$ cat config.mk
export PLATFORM = sky130hd
export DESIGN_NAME = chess_clock_timer
export DESIGN_NICKNAME = d
export VERILOG_FILES = /design/src/rtl/chess_clock_pkg.sv /design/src/rtl/bcd_mmss_step.sv /design/src/rtl/chess_clock_timer.sv
export SDC_FILE = /design/constraint.sdc
export NUM_CORES = 1
export LEC_CHECK = 0
export CORE_ASPECT_RATIO = 0.75
export CORE_MARGIN = 2
export CORE_UTILIZATION = 40
export CTS_CLUSTER_DIAMETER = 200
export DETAILED_ROUTE_END_ITERATION = 12
export PLACE_DENSITY = 0.69
export REMOVE_ABC_BUFFERS = 1
export SETUP_SLACK_MARGIN = 0.05
export SYNTH_ARGS = -nofsm -noshare
export SYNTH_HDL_FRONTEND = slang
export SYNTH_SLANG_ARGS = --single-unit
export TNS_END_PERCENT = 5
$ cat constraint.sdc
create_clock -name i_clk -period 2.54 [get_ports i_clk]
set_input_delay 0.508 -clock i_clk [delete_from_list [all_inputs] [get_ports i_clk]]
set_output_delay 0.508 -clock i_clk [all_outputs]
set_load 0.01 [all_outputs]
$ cat src/rtl/chess_clock_pkg.sv
// Shared types and BCD digit helper for the chess clock timer.
package chess_clock_pkg;

  typedef logic [3:0] t_bcd;

  typedef enum logic [1:0] {
    S_IDLE,
    S_RUN,
    S_FLAG
  } t_timer_state;

  localparam t_bcd BCD_SEC_TENS_MAX = 4'd5;
  localparam t_bcd BCD_DIGIT_MAX    = 4'd9;

  // Returns {carry/borrow, new digit} for one BCD digit rolling at lim.
  function automatic logic [4:0] bcd_digit_step(
    input t_bcd d,
    input t_bcd lim,
    input logic up
  );
    if (up)
      return (d == lim) ? {1'b1, 4'd0} : {1'b0, d + 4'd1};
    return (d == 4'd0) ? {1'b1, lim} : {1'b0, d - 4'd1};
  endfunction

endpackage

$ cat src/rtl/bcd_mmss_step.sv
// Combinational +1 / -1 second on a BCD mm:ss value.
// Holds at 00:00 on -1 and saturates at the all-9:59 maximum on +1.
module bcd_mmss_step
  import chess_clock_pkg::*;
#(
  parameter int p_min_digits = 2
) (
  input  logic [p_min_digits-1:0][3:0] cur_min,
  input  logic [1:0][3:0]              cur_sec,
  input  logic                         up,
  output logic [p_min_digits-1:0][3:0] nxt_min,
  output logic [1:0][3:0]              nxt_sec,
  output logic                         is_zero,
  output logic                         is_max
);

  logic       all_nine;
  logic       c;
  logic [4:0] r;

  always_comb begin
    all_nine = 1'b1;
    for (int i = 0; i < p_min_digits; i++)
      if (cur_min[i] != BCD_DIGIT_MAX) all_nine = 1'b0;
    is_zero = (cur_min == '0) && (cur_sec == '0);
    is_max  = all_nine
           && (cur_sec[1] == BCD_SEC_TENS_MAX)
           && (cur_sec[0] == BCD_DIGIT_MAX);
    nxt_min = cur_min;
    nxt_sec = cur_sec;
    r       = '0;
    c       = up ? !is_max : !is_zero;
    for (int i = 0; i < 2; i++) begin
      if (c) begin
        r = bcd_digit_step(cur_sec[i],
              (i == 0) ? BCD_DIGIT_MAX : BCD_SEC_TENS_MAX, up);
        nxt_sec[i] = r[3:0];
        c = r[4];
      end
    end
    for (int i = 0; i < p_min_digits; i++) begin
      if (c) begin
        r = bcd_digit_step(cur_min[i], BCD_DIGIT_MAX, up);
        nxt_min[i] = r[3:0];
        c = r[4];
      end
    end
  end

endmodule

$ cat src/rtl/chess_clock_timer.sv
// Per-player mm:ss BCD countdown with prescaler, sticky flag and low warning.
// Optional Fischer increment enabled by defining CHESS_CLOCK_INCREMENT_EN.
module chess_clock_timer
  import chess_clock_pkg::*;
#(
  parameter int p_divider    = 50_000_000,
  parameter int p_min_digits = 2,
  parameter int p_low_sec    = 10,
  parameter int p_increment  = 5
) (
  input  logic                         i_clk,
  input  logic                         i_rst,
  input  logic                         i_load,
  input  logic [p_min_digits-1:0][3:0] i_init_min,
  input  logic [1:0][3:0]              i_init_sec,
  input  logic                         i_run,
  input  logic                         i_turn_end,
  output logic [p_min_digits-1:0][3:0] o_min,
  output logic [1:0][3:0]              o_sec,
  output logic                         o_zero,
  output logic                         o_running,
  output logic                         o_low
);

  localparam int PW = $clog2(p_divider);
  localparam logic [PW-1:0] PRESC_LAST = PW'(p_divider - 1);

  t_timer_state                 state;
  logic [PW-1:0]                presc;
  logic [p_min_digits-1:0][3:0] nxt_min;
  logic [1:0][3:0]              nxt_sec;
  logic                         is_zero;
  logic                         at_max;
  logic                         run_en;
  logic                         tick;
  logic                         inc_go;
  logic                         step_up;
  logic                         nxt_zero;
  logic                         sec_low;

  assign run_en = i_run && (state == S_RUN
               || (state == S_IDLE && !is_zero));
  assign tick     = run_en && (presc == PRESC_LAST);
  assign step_up  = inc_go && !tick;
  assign nxt_zero = (nxt_min == '0) && (nxt_sec == '0);

  bcd_mmss_step #(
    .p_min_digits(p_min_digits)
  ) u_step (
    .cur_min(o_min),
    .cur_sec(o_sec),
    .up     (step_up),
    .nxt_min(nxt_min),
    .nxt_sec(nxt_sec),
    .is_zero(is_zero),
    .is_max (at_max)
  );

`ifdef CHESS_CLOCK_INCREMENT_EN
  logic [7:0] pend;
  logic [7:0] pend_nxt;
  logic [8:0] pend_sum;

  assign inc_go = (pend != '0) && (state != S_FLAG);

  always_comb begin
    pend_sum = {1'b0, pend};
    if (inc_go) pend_sum = pend_sum - 9'd1;
    if (step_up && at_max) pend_sum = '0;
    if (i_turn_end && state != S_FLAG)
      pend_sum = pend_sum + 9'(p_increment);
    pend_nxt = pend_sum[8] ? 8'hff : pend_sum[7:0];
    // Flag-fall swallows any increment arriving with it.
    if (tick && !inc_go && nxt_zero) pend_nxt = '0;
  end

  always_ff @(posedge i_clk or negedge i_rst) begin
    if (!i_rst)      pend <= '0;
    else if (i_load) pend <= '0;
    else             pend <= pend_nxt;
  end
`else
  logic unused_cfg;
  assign inc_go     = 1'b0;
  assign unused_cfg = ^{at_max, i_turn_end, (p_increment != 0)};
`endif

  always_ff @(posedge i_clk or negedge i_rst) begin
    if (!i_rst) begin
      state  <= S_IDLE;
      presc  <= '0;
      o_min  <= '0;
      o_sec  <= '0;
      o_zero <= 1'b0;
    end else if (i_load) begin
      state  <= S_IDLE;
      presc  <= '0;
      o_min  <= i_init_min;
      o_sec  <= i_init_sec;
      o_zero <= 1'b0;
    end else if (state != S_FLAG) begin
      state <= run_en ? S_RUN : S_IDLE;
      if (run_en) presc <= tick ? '0 : presc + 1'b1;
      // A tick and a pending second cancel each other out.
      if (tick != inc_go) begin
        o_min <= nxt_min;
        o_sec <= nxt_sec;
      end
      if (tick && !inc_go && nxt_zero) begin
        o_zero <= 1'b1;
        state  <= S_FLAG;
      end
    end
  end

  assign o_running = (state == S_RUN);
  assign sec_low = ({4'd0, o_sec[1]} * 8'd10 + {4'd0, o_sec[0]})
                 < 8'(p_low_sec);
  // 00:00 outside FLAG is an unloaded clock, not a low one.
  assign o_low = (o_min == '0) && sec_low && !o_zero && !is_zero;

endmodule
==> out/metrics.csv <==
metric,value,unit
cell area after synthesis,2990,µm²
switching power total,479,µW
Max Clock Freq,343,MHz
CP Capture Type,primary output,
relative slew slack,0.551,
Startpoint Class,flop,
global route total overflow,0,
"EDFF count, synth",0,
Crit path largest cell delay,430,ps
Clock Pin Slew Worst Setup and Hold Paths,80,ps
layout cell share with drive strength beyond 1,0.194,
cell with the most instances after synthesis,dfrtp_1,
Core Box Area,7300,µm²
Routed Antenna Nets,0,
RSZ-0062 raised after global routing,true,
worst-path cell chain,buf_4 > ha_1 > a21oi_1 > nor2b_4 > a21oi_2 > nor4_2 > o22ai_1 > nor4_1 > buf_2,
Clock Latency Late Sink,300,ps
Post-synth top cells,"45 x dfrtp_1, 34 x nor2_1, 30 x nand2_1",
"Setup violations, final",1,
die span in y,78.9,µm
DRC errors left,0,
count of cell types in the netlist,61,
"area leader, netlist",dfrtp_1,
Avg Vias per Cell,5.68,
vias,2865,
main combinational cell family by area after synthesis,simple AND/OR/NAND/NOR gates,
GRT Total Usage,0.210,
vias in the first global route,2791,
area of the multi-input gates,1850,µm²
Max VDD drop,209,µV
post-synthesis compound-gate area fraction,0.191,
Clock power frac,0.311,
total power per unit cell area,442,nW/µm²
Ports,40,
sequential share of the synthesized area,0.377,
Critical Path RT,2030,ps
CTS H-Tree Depth,2,
initial antenna violation count,0,
Critical Path Slowest Stage Cell,dfrtp_1,
Logic pwr share,0.241,
Internal,1.24,mW
root buf cell,clkbuf_8,
fin nets,435,
post-synthesis xor/xnor area fraction,0.0439,
Async SR Flop Fraction,1.00,
routed len/inst,16.1,µm
Ys Warns,0,
Worst EP arrival,2400,ps
period utilization,1.15,
Reg2Reg Depth,8,
status,"complete, but fails checks",
area share of and/or/nand/nor cells after synthesis,0.287,
minimum clock period after layout,2910,ps
die area,8190,µm²
Initial DRC Count,216,
synthesis-to-layout area growth,30.3,%
critical path peak fanout,6,
WP buf/inv,2,
"delay-heaviest family, CP",simple AND/OR/NAND/NOR gates,
worst-case clock buffer depth,2,
Slew Limit Fails,0,
CTS tree,done,
Post-Route Utilization,0.534,
clk_skew,8.01,ps
Reg power frac,0.448,
CP Class,reg2out,
Yosys top cell area share,0.377,
Routed WL,8130,µm
failing checks,negative setup slack,
"FF+latch count, synth",45,
drt first pass iters,4,
PortBufs,38,
hold buffers post-CTS,0,
largest cells by area after synthesis,"dfrtp_1 38%, a21oi_1 4.4%, nor2_1 4.3%, o21ai_0 3.8%, xor2_1 3.8%",
die width,104,µm
Hold Fails Final Rpt,0,
R2R Setup Slk,260,ps
Seq. cell area,1130,µm²
FF-to-FF Start,o_sec[3]$_DFFE_PN0P_,
"Top FF cell, synth",dfrtp_1,
syn_area_per_cell,8.87,µm²
num rows,27,
CTS buffer count,5,
first-pass GRT wire length,14100,µm
Worst Tran Pin Value,668,ps
number of max-cap violations,0,
synthesized instance count,337,
Final Worst Setup Slack,-372,ps
ANT cells,0,
Post-Synth Adder-Cell Area,0.0544,
clock sinks,45,
mux contribution to synthesized area,0.00669,
Post-DP HPWL,5840,µm
Leak,1.56,nW
largest net degree at the start of global routing,52,
FILL cells,689,
routability cong.,0.880,
Hold WS,197,ps
Sw Ratio,0.278,
initial core utilization,0.410,
r2r endpoint,presc[15]$_DFFE_PN0P_,
Hold Crit Class,in2async,
worst max path at each step:
stage	slack [ps]	startpoint	endpoint	cells after the start
after detailed placement	-540	o_sec[5]$_DFFE_PN0P_	o_low	7
after global routing	-480	o_sec[4]$_DFFE_PN0P_	o_low	9
after CTS	-250	o_sec[4]$_DFFE_PN0P_	o_low	9
after global placement	-480	o_sec[5]$_DFFE_PN0P_	o_low	7
final	-370	o_sec[5]$_DFFE_PN0P_	o_low	9
after floorplan	-190	o_sec[5]$_DFFE_PN0P_	o_low	6
power by group through the flow:
stage / registers (mW) / logic, mW / clock network [mW]
floorplan: 0.800 / 0.136 / 0
global placement: 0.781 / 0.350 / 0
detailed placement: 0.782 / 0.356 / 0
CTS: 0.770 / 0.406 / 0.545
global route: 0.776 / 0.454 / 0.571
finish: 0.771 / 0.415 / 0.535
layer usage:
metal | wire length (µm) | up-vias | part of all wire | GRT usage
met5 | 0 | - | 0 | 0
met4 | 73 | 0 | 0.0090 | 0.0432
met3 | 367 | 7 | 0.045 | 0.0337
met2 | 3680 | 78 | 0.45 | 0.327
met1 | 4010 | 1401 | 0.49 | 0.309
li1 | - | 1379 | - | -
kinds of logic (layout without fill, tap and decap cells):
logic type	after synthesis	count (layout)
flops	45	45
xor+xnor	15	15
mux	2	2
compound gates	87	87
fa+ha+maj	12	12
simple gates	150	150
buf+inv	26	92
cell usage in the layout (no fill, tap or decap), drive strengths merged, types with 3 or more instances in the layout:
| cell | netlist | final |
|---|---|---|
| dfrtp | 45 | 45 |
| buf | 7 | 41 |
| clkdlybuf4s50 | 0 | 35 |
| nor2 | 34 | 34 |
| nand2 | 31 | 31 |
| a21oi | 26 | 26 |
| o21ai | 23 | 23 |
| nand3 | 18 | 18 |
| xor2 | 13 | 13 |
| nor3 | 13 | 13 |
| and3 | 10 | 10 |
| inv | 9 | 9 |
| ha | 9 | 9 |
| nor4 | 8 | 8 |
| nand4b | 7 | 7 |
| a31oi | 7 | 7 |
| clkbuf | 10 | 5 |
| and2 | 4 | 4 |
| nor4b | 4 | 4 |
| o211ai | 4 | 4 |
| o2111ai | 4 | 4 |
| nand4 | 4 | 4 |
| nand2b | 3 | 3 |
| a41oi | 3 | 3 |
| nor2b | 3 | 3 |
| or4 | 3 | 3 |
layout make-up:
class	count	area share
clock buffer	5	0.0177
clock inverter	2	0.00899
inverter	9	0.00867
multi-input combinational	266	0.474
sequential	45	0.289
tap	101	0.0324
timing repair buffer	76	0.169
through the flow:
stage / setup WS, ps / std cells / area, µm² / setup TNS, ps / power (mW)
2_1_floorplan: -191 / 320 / 2900 / -191 / 0.937
3_3_place_gp: -480 / 495 / 3670 / -480 / 1.13
3_5_place_dp: -544 / 495 / 3670 / -544 / 1.14
4_1_cts: -253 / 504 / 3890 / -253 / 1.72
5_1_grt: -476 / 504 / 3900 / -476 / 1.80
6_report: -372 / 504 / 3900 / -372 / 1.72
sequential cells by signal (all words and copies together) (netlist names):
name	cells
o_min	8
o_sec	8
o_zero	1
presc	26
state	2
what timing repair did:
action / 4_1_cts / 5_1_grt
setup buffers: 2 / 0
resized for setup: 22 / 2
pin swaps: 12 / 1
endpoints found under the setup margin: 1 / 7
(Power assumes the default switching activity.)
==> variant, RTL diff (same settings) <==
Encoding of `t_timer_state`: now one-hot (3 bits for 3 states).
--- a/src/rtl/chess_clock_pkg.sv
+++ b/src/rtl/chess_clock_pkg.sv
@@ -3,10 +3,10 @@
 
   typedef logic [3:0] t_bcd;
 
-  typedef enum logic [1:0] {
-    S_IDLE,
-    S_RUN,
-    S_FLAG
+  typedef enum logic [2:0] {
+    S_IDLE = 3'b001,
+    S_RUN  = 3'b010,
+    S_FLAG = 3'b100
   } t_timer_state;
 
   localparam t_bcd BCD_SEC_TENS_MAX = 4'd5;
Check against the original RTL: same outputs for any inputs over 10 cycles, from zero or initial values and one cycle with i_rst low; not proved beyond that.
==> variant against the unedited design <==
- the flow still finishes with violations (negative setup slack)
- worst setup slack better by 53 ps
- wire length rose by 12%
- final cell count up 5.0%
- clock skew is essentially flat
- combinational power is 9.2% higher
- power up 4.7%
- sequential share of layout area down 0.35 points
- area after synthesis increased by 0.59%
- count of clock-buffer cells in the layout grew 1
- register-to-register slack lost 190 ps
- sequential cell count increased by 1
- cell area is 3.6% higher
==> variant: results <==
{
  "viasPerCell": 5.98,
  "drtIter0Drc": 255,
  "r2r_start": "o_sec[1]$_DFFE_PN0P_",
  "final_nets": 460,
  "finalSetupViolCount": 1,
  "setup_slack_ps": -319,
  "yosys-top-cells-count": "dfrtp_1 (45), a21oi_1 (28), nor2_1 (27)",
  "p_leak_nw": 1.55,
  "seq_area_frac_synth_pct": 38.3,
  "cp-startpoint": "o_sec[7]$_DFFE_PN0P_",
  "dr.pass1.iters": 5,
  "grt_pass1_wl_um": 15000,
  "finClkSkew_ps": 8.25,
  "arrival_ps": 2350,
  "drive_above_1_share_pct": 20.1,
  "wl_per_cell_um": 17.2,
  "status": "finished, violations left",
  "synthTopCellsByArea": "dfrtp_1 (37%), a21oi_1 (4.7%), or3_1 (4.2%)",
  "grt_usage_pct": 22.6,
  "synth_cell_type_count": 62,
  "ir_drop_mv": 0.223,
  "relSlewSlack_pct": 59.4,
  "placed_cell_area_um2": 3880,
  "grt_max_degree": 30,
  "cp_max_fo": 2,
  "dp_hpwl_um": 6870,
  "violations": "negative setup slack",
  "grt_pass1_vias": 2998,
  "fillers": 688
}
[variant: layer usage]
layer,wire (um),track usage (%)
met1,4370,33.8
met3,687,4.43
met2,3950,33.6
met5,0,0
met4,102,5.27
[variant: worst max-delay path: stages (launching register included)]
cell	delay, ps
dfrtp_1	390
ha_1	320
ha_2	180
fa_1	470
buf_4	160
a21o_1	150
o41ai_2	50
o2111a_1	210
buf_2	120
[variant: cell type report]
type / instances / area [um2] / area share, %
Multi-Input combinational cell: 265 / 1780 / 44.2
Clock buffer: 6 / 82.6 / 2.05
Inverter: 14 / 52.6 / 1.30
Tap cell: 101 / 126 / 3.13
Timing Repair Buffer: 96 / 810 / 20.0
Sequential cell: 46 / 1150 / 28.5
Clock inverter: 1 / 30.0 / 0.744
[variant: power breakdown]
part           leakage [nW]  internal (W)  total (W)  switching [W]
clock                0.0573      0.000315   0.000560       0.000245
combinational         0.897      0.000220   0.000453       0.000232
sequential            0.598      0.000760   0.000788      0.0000277
total                  1.55       0.00130    0.00180       0.000505
[variant: path summary, 6_finish.rpt]
kind                                              end  depth (start not counted)  slack, ps
worst max register to register   state[1]$_DFFE_PN0P_                          6         70
max in group asynchronous       presc[22]$_DFFE_PN0P_                          2       1730
worst max-delay path                            o_low                          8       -320
worst min-delay path            presc[20]$_DFFE_PN0P_                          1        220
worst min register to register  presc[20]$_DFFE_PN0P_                          1        550
min in group i_clk              presc[20]$_DFFE_PN0P_                          1        550
[variant: what timing repair did]
item | in CTS | in global routing
setup endpoints to repair | 9 | 32
pin swaps | 4 | 2
hold buffers | 0 | 0
buffers inserted | 0 | 0
gates resized for setup | 7 | 8
[variant: cells by family after synthesis]
logic type	Yosys count	share of synthesized area (%)
AND/OR/NAND/NOR	145	27.6
AO/OA/AOI/OAI	102	22.9
flip-flops	46	38.3
buffers and inverters	30	4.04
adder cells (fa/ha/maj)	11	5.07
XOR/XNOR	6	1.75
multiplexers	1	0.333
[variant: metrics by stage]
step / cells / setup TNS [ps] / setup slack, ps / utilization [%] / hold WS (ps)
2_1_floorplan: 325 / 0 / 7.47 / - / 212
3_3_place_gp: 522 / -379 / -379 / 52.9 / 516
3_5_place_dp: 522 / -415 / -414 / 52.9 / 533
4_1_cts: 529 / -326 / -326 / 54.6 / 231
5_1_grt: 529 / -555 / -407 / 55.1 / 241
6_report: 529 / -319 / -319 / 55.1 / 215
